### src/rtl/morph_pkg.sv
// Shared types and constants for the morphology pass sequencer.
// The filter latency and the counter sizing live here so every file agrees on them.
package morph_pkg;

  typedef enum logic [2:0] {
    StIdle,
    StClear,
    StPrime,
    StStream,
    StNext,
    StDone
  } state_e;

  localparam logic OP_ERODE  = 1'b0;
  localparam logic OP_DILATE = 1'b1;

  // Filter centre delay is width+1; the filter output register adds one more cycle.
  function automatic int unsigned morph_lag(input int unsigned width);
    return width + 32'd2;
  endfunction

  function automatic int unsigned cnt_width(input int unsigned n);
    return (n > 32'd1) ? $clog2(n) : 32'd1;
  endfunction

  // prog_len of 0 runs one pass; values above 4 are clamped to 4.
  function automatic logic [1:0] last_pass_idx(input logic [2:0] len);
    if (len == 3'd0) begin
      return 2'd0;
    end else if (len >= 3'd4) begin
      return 2'd3;
    end
    return 2'(len - 3'd1);
  endfunction

endpackage

### src/rtl/morph_pass_sequencer_if.sv
// Frame-bank and filter bus between the sequencer (master) and the memories/filter (slave).
interface morph_pass_sequencer_if #(
  parameter int unsigned AW = 16
) ();

  logic          rd_bank;
  logic [AW-1:0] rd_addr;
  logic          rd_data;
  logic          wr_en;
  logic          wr_bank;
  logic [AW-1:0] wr_addr;
  logic          wr_data;
  logic          filt_reset;
  logic          filt_which;
  logic          filt_income;
  logic          filt_outcome;

  modport master (
    output rd_bank,
    output rd_addr,
    input  rd_data,
    output wr_en,
    output wr_bank,
    output wr_addr,
    output wr_data,
    output filt_reset,
    output filt_which,
    output filt_income,
    input  filt_outcome
  );

  modport slave (
    input  rd_bank,
    input  rd_addr,
    output rd_data,
    input  wr_en,
    input  wr_bank,
    input  wr_addr,
    input  wr_data,
    input  filt_reset,
    input  filt_which,
    input  filt_income,
    output filt_outcome
  );

endinterface

### src/rtl/morph_raster_cnt.sv
// Row/column wrap counter over a Width x Height raster, with last-pixel and border flags.
module morph_raster_cnt
  import morph_pkg::*;
#(
  parameter int unsigned Width  = 256,
  parameter int unsigned Height = 256,
  localparam int unsigned CW    = cnt_width(Width),
  localparam int unsigned RW    = cnt_width(Height)
) (
  input  logic          clock,
  input  logic          reset,
  input  logic          clear_i,
  input  logic          advance_i,
  output logic [RW-1:0] row_o,
  output logic [CW-1:0] col_o,
  output logic          last_o,
  output logic          border_o
);

  localparam logic [CW-1:0] ColLast = CW'(Width - 1);
  localparam logic [RW-1:0] RowLast = RW'(Height - 1);

  logic [RW-1:0] row_q, row_d;
  logic [CW-1:0] col_q, col_d;

  always_comb begin
    row_d = row_q;
    col_d = col_q;
    if (clear_i) begin
      row_d = '0;
      col_d = '0;
    end else if (advance_i) begin
      if (col_q == ColLast) begin
        col_d = '0;
        row_d = (row_q == RowLast) ? '0 : row_q + 1'b1;
      end else begin
        col_d = col_q + 1'b1;
      end
    end
  end

  always_ff @(posedge clock or posedge reset) begin
    if (reset) begin
      row_q <= '0;
      col_q <= '0;
    end else begin
      row_q <= row_d;
      col_q <= col_d;
    end
  end

  assign row_o    = row_q;
  assign col_o    = col_q;
  assign last_o   = (row_q == RowLast) && (col_q == ColLast);
  assign border_o = (row_q == '0) || (row_q == RowLast) || (col_q == '0) || (col_q == ColLast);

endmodule

### src/rtl/morph_pass_sequencer.sv
// Runs up to four erode/dilate passes over a frame, ping-ponging between two 1-bit frame banks
// and streaming each frame through the external bit-serial 3x3 filter.
module morph_pass_sequencer
  import morph_pkg::*;
#(
  parameter int unsigned WIDTH  = 256,
  parameter int unsigned HEIGHT = 256,
  parameter int unsigned AW     = 16
) (
  input  logic       clock,
  input  logic       reset,
  input  logic       start,
  input  logic [3:0] prog_ops,
  input  logic [2:0] prog_len,
  input  logic       prog_bank,
  input  logic       pad,
  input  logic       clear_border,
  output logic       busy,
  output logic       done,
  output logic       result_bank,
  morph_pass_sequencer_if.master bus
);

  localparam int unsigned N   = WIDTH * HEIGHT;
  localparam int unsigned LAG = morph_lag(WIDTH);
  localparam int unsigned FW  = $clog2(N + LAG);
  localparam int unsigned CW  = cnt_width(WIDTH);
  localparam int unsigned RW  = cnt_width(HEIGHT);

  localparam logic [FW-1:0] NumPix = FW'(N);
  localparam logic [FW-1:0] LagF   = FW'(LAG);

  state_e        state_q, state_d;
  logic [3:0]    ops_q, ops_d;
  logic [1:0]    last_pass_q, last_pass_d;
  logic [1:0]    pass_q, pass_d;
  logic          pad_q, pad_d;
  logic          cb_q, cb_d;
  logic          src_q, src_d;
  logic          result_q, result_d;
  logic [FW-1:0] f_q, f_d;

  logic          cur_op;
  logic [FW-1:0] feed_next;
  logic          cnt_clear, cnt_adv;
  logic [RW-1:0] row;
  logic [CW-1:0] col;
  logic          raster_last, raster_border;

  assign cur_op    = ops_q[pass_q];
  assign feed_next = f_q + 1'b1;

  morph_raster_cnt #(
    .Width  (WIDTH),
    .Height (HEIGHT)
  ) u_raster (
    .clock     (clock),
    .reset     (reset),
    .clear_i   (cnt_clear),
    .advance_i (cnt_adv),
    .row_o     (row),
    .col_o     (col),
    .last_o    (raster_last),
    .border_o  (raster_border)
  );

  always_comb begin
    state_d         = state_q;
    ops_d           = ops_q;
    last_pass_d     = last_pass_q;
    pass_d          = pass_q;
    pad_d           = pad_q;
    cb_d            = cb_q;
    src_d           = src_q;
    result_d        = result_q;
    f_d             = f_q;
    busy            = 1'b0;
    done            = 1'b0;
    cnt_clear       = 1'b0;
    cnt_adv         = 1'b0;
    bus.rd_bank     = 1'b0;
    bus.rd_addr     = '0;
    bus.wr_en       = 1'b0;
    bus.wr_bank     = 1'b0;
    bus.wr_addr     = '0;
    bus.wr_data     = 1'b0;
    bus.filt_reset  = 1'b0;
    bus.filt_which  = 1'b0;
    bus.filt_income = 1'b0;

    unique case (state_q)
      StIdle: begin
        if (start) begin
          ops_d       = prog_ops;
          last_pass_d = last_pass_idx(prog_len);
          pad_d       = pad;
          cb_d        = clear_border;
          src_d       = prog_bank;
          pass_d      = 2'd0;
          state_d     = StClear;
        end
      end
      StClear: begin
        busy           = 1'b1;
        bus.filt_reset = 1'b1;
        bus.filt_which = cur_op;
        state_d        = StPrime;
      end
      StPrime: begin
        // The filter shifts on every clock, so feed the pad value while the first read is in flight.
        busy            = 1'b1;
        bus.filt_which  = cur_op;
        bus.filt_income = pad_q;
        bus.rd_bank     = src_q;
        f_d             = '0;
        cnt_clear       = 1'b1;
        state_d         = StStream;
      end
      StStream: begin
        busy            = 1'b1;
        bus.filt_which  = cur_op;
        bus.rd_bank     = src_q;
        bus.filt_income = (f_q < NumPix) ? bus.rd_data : pad_q;
        f_d             = feed_next;
        if (feed_next < NumPix) begin
          bus.rd_addr = AW'(feed_next);
        end
        if (f_q >= LagF) begin
          bus.wr_en   = 1'b1;
          bus.wr_bank = ~src_q;
          bus.wr_addr = AW'(f_q - LagF);
          bus.wr_data = (cb_q && raster_border) ? 1'b0 : bus.filt_outcome;
          cnt_adv     = 1'b1;
          if (raster_last) begin
            if (pass_q == last_pass_q) begin
              result_d = ~src_q;
              state_d  = StDone;
            end else begin
              state_d = StNext;
            end
          end
        end
      end
      StNext: begin
        busy    = 1'b1;
        src_d   = ~src_q;
        pass_d  = pass_q + 1'b1;
        state_d = StClear;
      end
      StDone: begin
        done    = 1'b1;
        state_d = StIdle;
      end
      default: state_d = StIdle;
    endcase
  end

  always_ff @(posedge clock or posedge reset) begin
    if (reset) begin
      state_q     <= StIdle;
      ops_q       <= '0;
      last_pass_q <= '0;
      pass_q      <= '0;
      pad_q       <= 1'b0;
      cb_q        <= 1'b0;
      src_q       <= 1'b0;
      result_q    <= 1'b0;
      f_q         <= '0;
    end else begin
      state_q     <= state_d;
      ops_q       <= ops_d;
      last_pass_q <= last_pass_d;
      pass_q      <= pass_d;
      pad_q       <= pad_d;
      cb_q        <= cb_d;
      src_q       <= src_d;
      result_q    <= result_d;
      f_q         <= f_d;
    end
  end

  assign result_bank = result_q;

  // The raster counter and the feed counter must always name the same pixel on a write.
  logic [AW-1:0] raster_addr;
  assign raster_addr = AW'(32'(row) * WIDTH + 32'(col));

  raster_addr_a: assert property (@(posedge clock) disable iff (reset)
    bus.wr_en |-> (raster_addr == bus.wr_addr));

endmodule
### src/flat_wrapper.sv
// flat-port wrapper written by rule: the top's interface ports become plain ports
module morph_pass_sequencer_flat import morph_pkg::*;
#(
  parameter int unsigned WIDTH  = 256,
  parameter int unsigned HEIGHT = 256,
  parameter int unsigned AW     = 16
)
  (clock, reset, start, prog_ops, prog_len, prog_bank, pad, clear_border, busy, done, result_bank, bus_rd_bank, bus_rd_addr, bus_rd_data, bus_wr_en, bus_wr_bank, bus_wr_addr, bus_wr_data, bus_filt_reset, bus_filt_which, bus_filt_income, bus_filt_outcome);
  morph_pass_sequencer_if #(.AW(AW)) bus_i ();
  input  logic clock;
  input  logic reset;
  input  logic start;
  input  logic [3:0] prog_ops;
  input  logic [2:0] prog_len;
  input  logic prog_bank;
  input  logic pad;
  input  logic clear_border;
  output logic busy;
  output logic done;
  output logic result_bank;
  output wire logic [$bits(bus_i.rd_bank)-1:0] bus_rd_bank;
  output wire logic [$bits(bus_i.rd_addr)-1:0] bus_rd_addr;
  input wire logic [$bits(bus_i.rd_data)-1:0] bus_rd_data;
  output wire logic [$bits(bus_i.wr_en)-1:0] bus_wr_en;
  output wire logic [$bits(bus_i.wr_bank)-1:0] bus_wr_bank;
  output wire logic [$bits(bus_i.wr_addr)-1:0] bus_wr_addr;
  output wire logic [$bits(bus_i.wr_data)-1:0] bus_wr_data;
  output wire logic [$bits(bus_i.filt_reset)-1:0] bus_filt_reset;
  output wire logic [$bits(bus_i.filt_which)-1:0] bus_filt_which;
  output wire logic [$bits(bus_i.filt_income)-1:0] bus_filt_income;
  input wire logic [$bits(bus_i.filt_outcome)-1:0] bus_filt_outcome;
  assign bus_rd_bank = bus_i.rd_bank;
  assign bus_rd_addr = bus_i.rd_addr;
  assign bus_i.rd_data = bus_rd_data;
  assign bus_wr_en = bus_i.wr_en;
  assign bus_wr_bank = bus_i.wr_bank;
  assign bus_wr_addr = bus_i.wr_addr;
  assign bus_wr_data = bus_i.wr_data;
  assign bus_filt_reset = bus_i.filt_reset;
  assign bus_filt_which = bus_i.filt_which;
  assign bus_filt_income = bus_i.filt_income;
  assign bus_i.filt_outcome = bus_filt_outcome;
  morph_pass_sequencer #(.WIDTH(WIDTH), .HEIGHT(HEIGHT), .AW(AW)) u_core (.clock(clock), .reset(reset), .start(start), .prog_ops(prog_ops), .prog_len(prog_len), .prog_bank(prog_bank), .pad(pad), .clear_border(clear_border), .busy(busy), .done(done), .result_bank(result_bank), .bus(bus_i));
endmodule
### config.mk
export PLATFORM = sky130hd
export DESIGN_NAME = morph_pass_sequencer_flat
export DESIGN_NICKNAME = d
export VERILOG_FILES = /design/src/rtl/morph_pkg.sv /design/src/rtl/morph_pass_sequencer_if.sv /design/src/rtl/morph_raster_cnt.sv /design/src/rtl/morph_pass_sequencer.sv /design/src/flat_wrapper.sv
export SDC_FILE = /design/constraint.sdc
export NUM_CORES = 1
export LEC_CHECK = 0
export CORE_ASPECT_RATIO = 0.8
export CORE_MARGIN = 2
export CORE_UTILIZATION = 49
export CTS_CLUSTER_SIZE = 20
export DETAILED_ROUTE_END_ITERATION = 7
export PLACE_DENSITY = 0.78
export REMOVE_ABC_BUFFERS = 1
export SYNTH_ARGS = -nofsm -noshare
export SYNTH_HDL_FRONTEND = slang
export SYNTH_SLANG_ARGS = --single-unit
### constraint.sdc
create_clock -name clock -period 2.4 [get_ports clock]
set_input_delay 0.48 -clock clock [delete_from_list [all_inputs] [get_ports clock]]
set_output_delay 0.48 -clock clock [all_outputs]
set_load 0.01 [all_outputs]
Yosys cells after proc, flatten, opt, wreduce, memory -nomap -nowiden. Index checks and enable logic that the tools add are counted.

Add/subtract/negate cells: 6. $lt $le $gt $ge: 5. Eq/ne operators: 11. Mux-type cells: 45. Bitwise operators: 1. Reduce and logical (&&, ||, !) cells: 21.

Operators by type and width (count): $mux 16 (4); $mux 8 (7); $lt 17x17->1 const B (2); $pmux 17 s2 (1); $mux 1 (21); $add 17x1->17 const B (1); $ge 17x9->1 const B (1); $add 8x1->8 const B (2); $eq 8x8->1 const B (2); $logic_not 8->1 (2); $sub 16x9->16 const B (1); $pmux 3 s5 (1); $mux 3 (3); $mux 2 (4); $reduce_bool 2->1 (4); $eq 3x2->1 const B (2); $eq 3x3->1 const B (2); $logic_not 3->1 (2); $reduce_and 2->1 (3); $ne 2x1->1 const B (2); $pmux 1 s2 (2); $pmux 2 s2 (1); $reduce_and 4->1 (1); $reduce_or 4->1 (1); other kinds (14) (17).

Flip-flop bits (word level): 48. Bits of input ports: 15. Output and inout port bits: 42. Logic and storage cells: 100.

Depth between registers and ports, before layout. Gate-level depths: netlist of run 1.

Depth in word-level cells: 8. Gate-level depth with buffers: 8. Mapped depth without buffers: 7.

Hierarchy. A second synthesis of run 1 with hierarchy kept.

Cells, all modules: 412. Area total of the unflattened synthesis: 3427.0 sq um.

By module, submodules not included: morph_pass_sequencer (instances 1, cells an instance 312, area an instance 2504.9 sq um, seq. area each 800.8 sq um); morph_raster_cnt (instances 1, cells an instance 100, area an instance 922.1 sq um, seq. area each 400.4 sq um).

Least setup slack after synthesis of run 1. Ideal clock, no wire load.

Path kind: register -> output. From: register u_core.f_q[2]. To: output port bus_wr_addr[0]. Data arrival time: 1.986 ns. Data required time: 1.920 ns. Slack: -0.066 ns. Stages on the path, launching flop included: 8. Path buffers: 1. Cell sequence: dfrtp_1 inv_1 ha_1 nor4b_1 a31oi_1 or3_1 buf_2 and3_1.

Word-level cells in the longest chain between the ends: 3.

Ends and longest elaborated chain: from (decl) (line morph_pass_sequencer.sv:41) `logic [FW-1:0] f_q, f_d;`; from (signal assigned) (line morph_pass_sequencer.sv:168) `f_q <= '0;`; from (signal assigned) (line morph_pass_sequencer.sv:178) `f_q <= f_d;`; $ge 17x9->1 (line morph_pass_sequencer.sv:128) `if (f_q >= LagF) begin`; $mux 16 (line morph_pass_sequencer.sv:128); $mux 16 (line morph_pass_sequencer.sv:91) `unique case (state_q)`; to (decl) (line flat_wrapper.sv:26) `output wire logic [$bits(bus_i.wr_addr)-1:0] bus_wr_addr;`.

Every way passes these cells.

Final worst setup path of run 1.
From: register u_core.f_q[6]. To: output port bus_wr_addr[11].

Word-level cells in the longest chain between the ends: 3. Elaborated cells between the ends (all ways): 4. Classes of those cells: 1 x add/sub; 1 x order compare; 2 x mux.

Ends and longest elaborated chain (line): $sub 16x9->16 / $ge 17x9->1 (equally long branches) (morph_pass_sequencer.sv:131, morph_pass_sequencer.sv:128); $mux 16 * (morph_pass_sequencer.sv:128); $mux 16 * (morph_pass_sequencer.sv:91).

Every way passes the cells marked *; elsewhere a longest branch is shown, timed or not.

==> results of run 1 <==
power groups by stage:
| stage | Sequential [W] | Clock (W) | Combinational, W |
|---|---|---|---|
| floorplan | 0.000836 | 0 | 0.0000331 |
| global placement | 0.000837 | 0 | 0.0000719 |
| detailed placement | 0.000838 | 0 | 0.0000734 |
| CTS | 0.000822 | 0.000515 | 0.0000737 |
| global route | 0.000823 | 0.000561 | 0.0000822 |
| finish | 0.000822 | 0.000523 | 0.0000739 |
per-stage QoR:
step | worst slack, ns | utilization, % | instance area [um2]
floorplan | -0.773 | - | 3310
global placement | -0.381 | 67.8 | 4650
detailed placement | -0.456 | 67.8 | 4650
CTS | -0.483 | 72.9 | 5000
global route | -0.553 | 79.2 | 5430
finish | -0.486 | 79.2 | 5430
how the worst max path moves through the flow:
| stage | startpoint | end | slack (ns) | cells past startpoint |
|---|---|---|---|---|
| final | u_core.f_q[6]$_DFFE_PP0P_ | bus_wr_addr[11] | -0.49 | 8 |
| after CTS | u_core.f_q[4]$_DFFE_PP0P_ | bus_wr_addr[15] | -0.48 | 7 |
| after floorplan | u_core.f_q[2]$_DFFE_PP0P_ | bus_wr_data | -0.77 | 7 |
| after detailed placement | u_core.f_q[2]$_DFFE_PP0P_ | bus_wr_addr[12] | -0.46 | 8 |
| after global routing | u_core.f_q[4]$_DFFE_PP0P_ | bus_wr_addr[12] | -0.55 | 8 |
| after global placement | u_core.f_q[1]$_DFFE_PP0P_ | bus_wr_addr[4] | -0.38 | 8 |
sequential cells by signal (all words and copies together), names as in the netlist:
name                   flops
u_core.result_bank         1
u_core.ops_q               4
u_core.last_pass_q         2
u_core.u_raster.row_o      8
u_core.state_q             3
u_core.pass_q              2
u_core.f_q                17
u_core.cb_q                1
u_core.src_q               1
u_core.u_raster.col_o      8
u_core.pad_q               1
routing by layer:
layer  track usage (%)  vias up  routed length (um)
li1                  -     1791                   -
met1              37.5     1993                5260
met2              50.0      212                6380
met3              4.67       54                 886
met4              8.89        0                 488
met5                 0        -                   0
synthesized netlist by cell type (8+ instances only):
library cell / number
a21oi_1: 11
buf_2: 9
clkbuf_1: 16
dfrtp_1: 48
ha_1: 9
inv_1: 17
nand2_1: 48
nand3_1: 22
nor2_1: 52
nor3_1: 21
o211ai_1: 10
o21ai_0: 15
o31ai_1: 8
xnor2_1: 19
xor2_1: 9
worst max-delay path, stage by stage, from the launching register on:
cell	delay (ns)
dfrtp_1	0.42
buf_6	0.14
buf_4	0.14
nor4b_4	0.38
a31oi_4	0.19
o31ai_4	0.37
buf_6	0.22
nor2_1	0.08
buf_2	0.14
logic make-up (layout without fill, tap and decap cells):
| logic type | Yosys count | after routing | synth area share [%] |
|---|---|---|---|
| compound gates | 69 | 69 | 14.1 |
| buf+inv | 49 | 208 | 6.49 |
| xor+xnor | 28 | 28 | 7.07 |
| fa+ha+maj | 9 | 9 | 3.24 |
| flops | 48 | 48 | 34.6 |
| simple gates | 203 | 204 | 30.4 |
| mux | 12 | 12 | 4.07 |
final cells by class:
| cell class | count | area share [%] |
|---|---|---|
| multi-input combinational | 322 | 45.3 |
| clock inverter | 3 | 0.438 |
| sequential | 48 | 22.2 |
| timing repair buffer | 183 | 27.6 |
| inverter | 17 | 1.22 |
| clock buffer | 5 | 1.27 |
| tap | 87 | 2.00 |
timing repair:
item,4_1_cts,5_1_grt
resized for setup,187,78
setup endpoints to repair,38,55
pin swaps,16,26
cloned,1,1
setup buffers,22,20
==> summary.txt, run 1 <==
Placed design
  – DP HPWL: 7330 um
  – Port Buffer Count: 56
  – Gpl congestion: 0.939
  – Placed Cells: 618

Setup path
  – CP Capture Type: output port
  – Worst R2R Path Depth: 8
  – Crit Path Class: reg2out
  – R2r setup slk: -0.14 ns
  – Reg-to-Reg Start: u_core.f_q[4]$_DFFE_PP0P_
  – Worst R2R End: u_core.u_raster.row_o[4]$_DFFE_PP0P_
  – WP data required: between 1.5 and 2 ns
  – Critical Path Fanout Max: 14
  – Crit path launch type: flop
  – Arrival @ worst endpoint: 2.41 ns

Cells and area
  – FF/Latch Area: between 1000 and 1500 um2
  – Multi-input logic area: 2460 um2
  – Most frequent cells in the layout: buf_4, nand2_1, dfrtp_1
  – Non-Filler Instances: between 600 and 700
  – Layout cells sized above 1: between 40% and 50%
  – P&R area growth vs syn: 56.5%
  – # fillers: slightly below 400
  – Ant diodes: 0
  – Most common cell after layout, fill and taps aside: buf_4
  – Fin nets: roughly 600

Timing
  – Hold slack: between 0.5 and 0.6 ns
  – Fin. Hold Viols: 0
  – Fmax achieved: around 0.35 GHz
  – Total Neg Setup Slack: -14.40 ns
  – Slew @ Worst Pin: 0.562 ns
  – Max Slew Vio Count: 0
  – Final setup skew: between 0.005 and 0.006 ns
  – Crit path time final: around 2.9 ns
  – Slew HR: 62.5%
  – Final setup viols: 45
  – Worst setup margin: -0.486 ns
  – RSZ-0062 raised after global routing: yes
  – Period Utilization, post-route: 120%

Drt
  – Initial DRT Pass Iterations: 5
  – Routed Antenna Nets: 0
  – DRC: 0
  – Wire per inst: roughly 20 um
  – Final wirelength: around 13,000 um
  – Iteration-0 DRC Markers: between 300 and 400
  – Total number of vias: 4,050
  – Via density: 6.09

Floorplan
  – Core Box Area: a little under 7000 um2
  – Die Ht: about 79 um
  – Row Count: 27
  – Starting density of the core: just over 50%
  – I/O pins: 57
  – Die X: 98.1 um
  – Die ar.: a little under 8000 um2

Synth
  – Synth Flop Type: dfrtp_1
  – Post-synth top area cell: dfrtp_1
  – Synth Warn #: 0
  – Synthesized area per cell: a little over 8 um2
  – Count of cell types in the netlist: 56
  – Top cells by area, synth: dfrtp_1, nor2_1, nand2_1
  – Post-synth top area share: 34.6%
  – Mapped Area: ~3500 um2
  – Post-synthesis sequential area ratio: approximately a third
  – Mapped Cells: roughly 420
  – Post-synth EDFFs: 0
  – #FFs+latches synth: 48
  – Ys async rst share: 100%

Clocking
  – Clock sink total: 48
  – Root Driver: clkbuf_8
  – CTS Hold Bufs: 0
  – Max clock buf depth: 2
  – Clk slew on worst S/H paths: approximately 0.10 ns
  – CTS tree: yes
  – CTS Buf Count: 5
  – Skew-Pair Late Insertion Delay: roughly 0.32 ns
  – Depth of the CTS H-tree: 2

Global routing
  – Largest net degree at the start of global routing: 34
  – First-pass GRT wire length: between 15,000 and 20,000 um
  – Vias in the first global route: around 3,800
  – GRT Overall Usage: between 20 and 30%
  – Congestion Overflow GR: 0
  – Initial antenna violation count: 0

Power
  – Internal Power: 0.00106 W
  – Switching pwr: about 0.00035 W
  – Power Total: between 0.001 and 0.0015 W
  – P_leak: 2.53 nW
  – IR drop worst, VDD: approximately 0.00024 V
  – Comb pwr share: 5.2%
  – Clock power share: 36.8%
  – PwrDens: roughly 260 nW/um2
  – Reg power frac: between 50% and 60%
  – Sw frac: between 20% and 30%

Run status
  – Outcome: complete, but fails checks
  – Failing checks: negative setup slack

Job
  – Max Cap Violations: 0

Min path
  – Min-Delay Path Class: in2async
(Power assumes the default switching activity.)
==> run 2: changes to the inputs <==
- CTS_CLUSTER_SIZE: 20 -> unset
- SYNTH_HIERARCHICAL: unset -> 1
==> summary.txt, run 2 <==
Timing
  – Slew HR: around 58%
  – Fin. Hold Viols: 0
  – Hold slack: between 0.4 and 0.5 ns
  – Crit path time final: 2.90 ns
  – Final setup skew: 0.0121 ns
  – Total Neg Setup Slack: -18.64 ns
  – Period Utilization, post-route: 121%
  – RSZ-0062 raised after global routing: yes
  – Worst setup margin: -0.500 ns
  – Max Slew Vio Count: 0
  – Slew @ Worst Pin: 0.633 ns
  – Final setup viols: 51
  – Fmax achieved: about 0.34 GHz

Synth
  – Synthesized area per cell: 8.32 um2
  – Post-synthesis sequential area ratio: a little over a third
  – Post-synth top area share: between 30% and 40%
  – Mapped Cells: roughly 410
  – Top cells by area, synth: dfrtp_1, a21oi_1, nor2_1
  – Synth Flop Type: dfrtp_1
  – Synth Warn #: 6
  – Top cells by count, synth: dfrtp_1, nor2_1, a21oi_1
  – Ys async rst share: between 90% and 100%
  – Mapped Area: 3430 um2
  – Post-synth top area cell: dfrtp_1
  – Post-synth EDFFs: 0
  – #FFs+latches synth: 48
  – Count leader, synth: dfrtp_1
  – Count of cell types in the netlist: 60

Global routing
  – Congestion Overflow GR: 0
  – GRT Overall Usage: a little under a third
  – First-pass GRT wire length: between 15,000 and 20,000 um
  – Vias in the first global route: between 3,000 and 4,000
  – Largest net degree at the start of global routing: 33
  – Initial antenna violation count: 0

Power
  – Internal Power: ~0.0011 W
  – P_leak: 2.41 nW
  – Sw frac: a little under a quarter
  – Switching pwr: between 0.0003 and 0.0004 W
  – IR drop worst, VDD: between 0.0003 and 0.0004 V
  – PwrDens: ~270 nW/um2
  – Clock power share: ~36%
  – Reg power frac: around three fifths
  – Comb pwr share: 5.3%

Run status
  – Failing checks: negative setup slack
  – Outcome: complete, but fails checks

Setup path
  – Arrival @ worst endpoint: 2.42 ns
  – Worst R2R Path Depth: 11
  – CP endpoint: bus_wr_addr[0]
  – Slowest CP cell: or4_4
  – Crit Path Class: reg2out
  – CP max stage delay: between 0.5 and 0.6 ns
  – Critical Path Fanout Max: 5
  – Worst R2R End: u_core/u_raster/row_o[5]$_DFFE_PP0P_
  – Worst Setup SP: u_core/f_q[6]$_DFFE_PP0N_
  – Reg-to-Reg Start: u_core/f_q[6]$_DFFE_PP0N_
  – CP Capture Type: output port
  – Crit path launch type: flop
  – Most common cell on crit path: buf_6
  – R2r setup slk: -0.36 ns
  – WP data required: ~1.9 ns
  – Worst-path cell chain: or4_4 -> o31a_1 -> buf_6 -> o21ai_4 -> buf_6 -> buf_12 -> nor2_4 -> buf_6

Clocking
  – Clock sink total: 48
  – Depth of the CTS H-tree: 2
  – Clk slew on worst S/H paths: approximately 0.09 ns
  – CTS Hold Bufs: 0
  – Root Driver: clkbuf_8
  – Max clock buf depth: 2
  – Skew-Pair Late Insertion Delay: 0.31 ns
  – CTS tree: yes
  – CTS Buf Count: 5

Floorplan
  – Die X: 97.5 um
  – I/O pins: between 50 and 60
  – Die Ht: a little under 80 um
  – Starting density of the core: between 50% and 60%
  – Core Box Area: 6820 um2
  – Row Count: 27
  – Die ar.: a little under 8000 um2

Drt
  – Iteration-0 DRC Markers: roughly 370
  – Wire per inst: 20.0 um
  – Routed Antenna Nets: 0
  – DR top layer: met4
  – DRC: 0
  – Final wirelength: between 10,000 and 15,000 um
  – Total number of vias: 3,994
  – Met2 wire len: between 6000 and 7000 um
  – Initial DRT Pass Iterations: 5
  – Met1 wire length: between 4000 and 5000 um
  – Via density: between 6 and 7
  – Met3 wire len: 1100 um

Cells and area
  – Layout cells sized above 1: 41.7%
  – Largest register FFs: 17
  – Finished Cell Area: around 5000 um2
  – Most frequent cells in the layout: buf_4, dfrtp_1, nor2_1
  – Most common cell after layout, fill and taps aside: buf_4
  – P&R area growth vs syn: 50.3%
  – Biggest register: u_core/f_q
  – Fin nets: ~570
  – Ant diodes: 0
  – Final Util: between 70% and 80%

Job
  – Max Cap Violations: 0

Placed design
  – Area after DPL: between 4000 and 5000 um2
  – Gpl congestion: roughly 0.94
  – Post-place setup slack: -0.546 ns
  – DP HPWL: around 7400 um
  – Port Buffer Count: 56

Min path
  – Min-Delay Path Class: reg2reg
==> run 2: worst min path at each step <==
stage                              startpoint                                   end  slack (ns)  depth (start not counted)
5_1_grt        u_core/result_bank$_DFFE_PP0P_        u_core/result_bank$_DFFE_PP0P_        0.51                          1
3_5_place_dp   u_core/result_bank$_DFFE_PP0P_        u_core/result_bank$_DFFE_PP0P_        0.48                          1
4_1_cts        u_core/result_bank$_DFFE_PP0P_        u_core/result_bank$_DFFE_PP0P_        0.50                          1
2_1_floorplan                           reset  u_core/u_raster/col_o[0]$_DFFE_PP0P_        0.39                          1
6_report       u_core/result_bank$_DFFE_PP0P_        u_core/result_bank$_DFFE_PP0P_        0.50                          1
3_3_place_gp   u_core/result_bank$_DFFE_PP0P_        u_core/result_bank$_DFFE_PP0P_        0.48                          1
==> run 2: power groups by stage <==
stage,Combinational (W),Sequential [W],Clock (W)
3_5_place_dp,0.0000734,0.000838,0
5_1_grt,0.0000829,0.000823,0.000555
4_1_cts,0.0000742,0.000822,0.000514
2_1_floorplan,0.0000342,0.000836,0
3_3_place_gp,0.0000708,0.000837,0
6_report,0.0000747,0.000822,0.000514
==> run 2: critical path: cells and delay by family (launching register included) <==
kind | cells | cell delay, ns
buffers and inverters | 4 | 0.56
AO/OA/AOI/OAI | 2 | 0.59
AND/OR/NAND/NOR | 2 | 0.56
flip-flops | 1 | 0.40
==> run 2: layout make-up <==
class	instances	area, um2
well taps	87	109
inverters	20	77.6
repair buffers	158	1330
clock inverters	1	7.51
multi-input cells	311	2340
fillers	425	1670
flip-flops and latches	48	1200
clock buffers	7	86.3
==> run 2: kinds of logic (layout without fill, tap and decap cells) <==
kind of cell / after synthesis / after routing / share of synthesized area [%]
AND/OR/NAND/NOR: 159 / 159 / 24.7
AO/OA/AOI/OAI: 104 / 105 / 19.2
buffers and inverters: 54 / 186 / 7.01
flip-flops: 48 / 48 / 35.0
XOR/XNOR: 27 / 27 / 6.90
multiplexers: 11 / 11 / 3.83
adder cells (fa/ha/maj): 9 / 9 / 3.29
==> run 2: repair_timing <==
item,CTS,global route
setup endpoints to repair,51,56
cloned,3,0
setup buffers,18,4
pin swaps,57,18
endpoints found under the hold margin,0,0
resized for setup,231,36
==> run 2: metrics by stage <==
step           power (W)  instances
6_report         0.00141        632
5_1_grt          0.00146        632
4_1_cts          0.00141        628
3_5_place_dp    0.000912        602
3_3_place_gp    0.000908        602
2_1_floorplan   0.000870        378
==> run 2: per-layer routing <==
metal  global-route usage (%)  up-vias
met3                     6.43       64
met1                     39.8     1925
met2                     51.6      268
met4                     12.4        0
li1                         -     1737
met5                        0        -
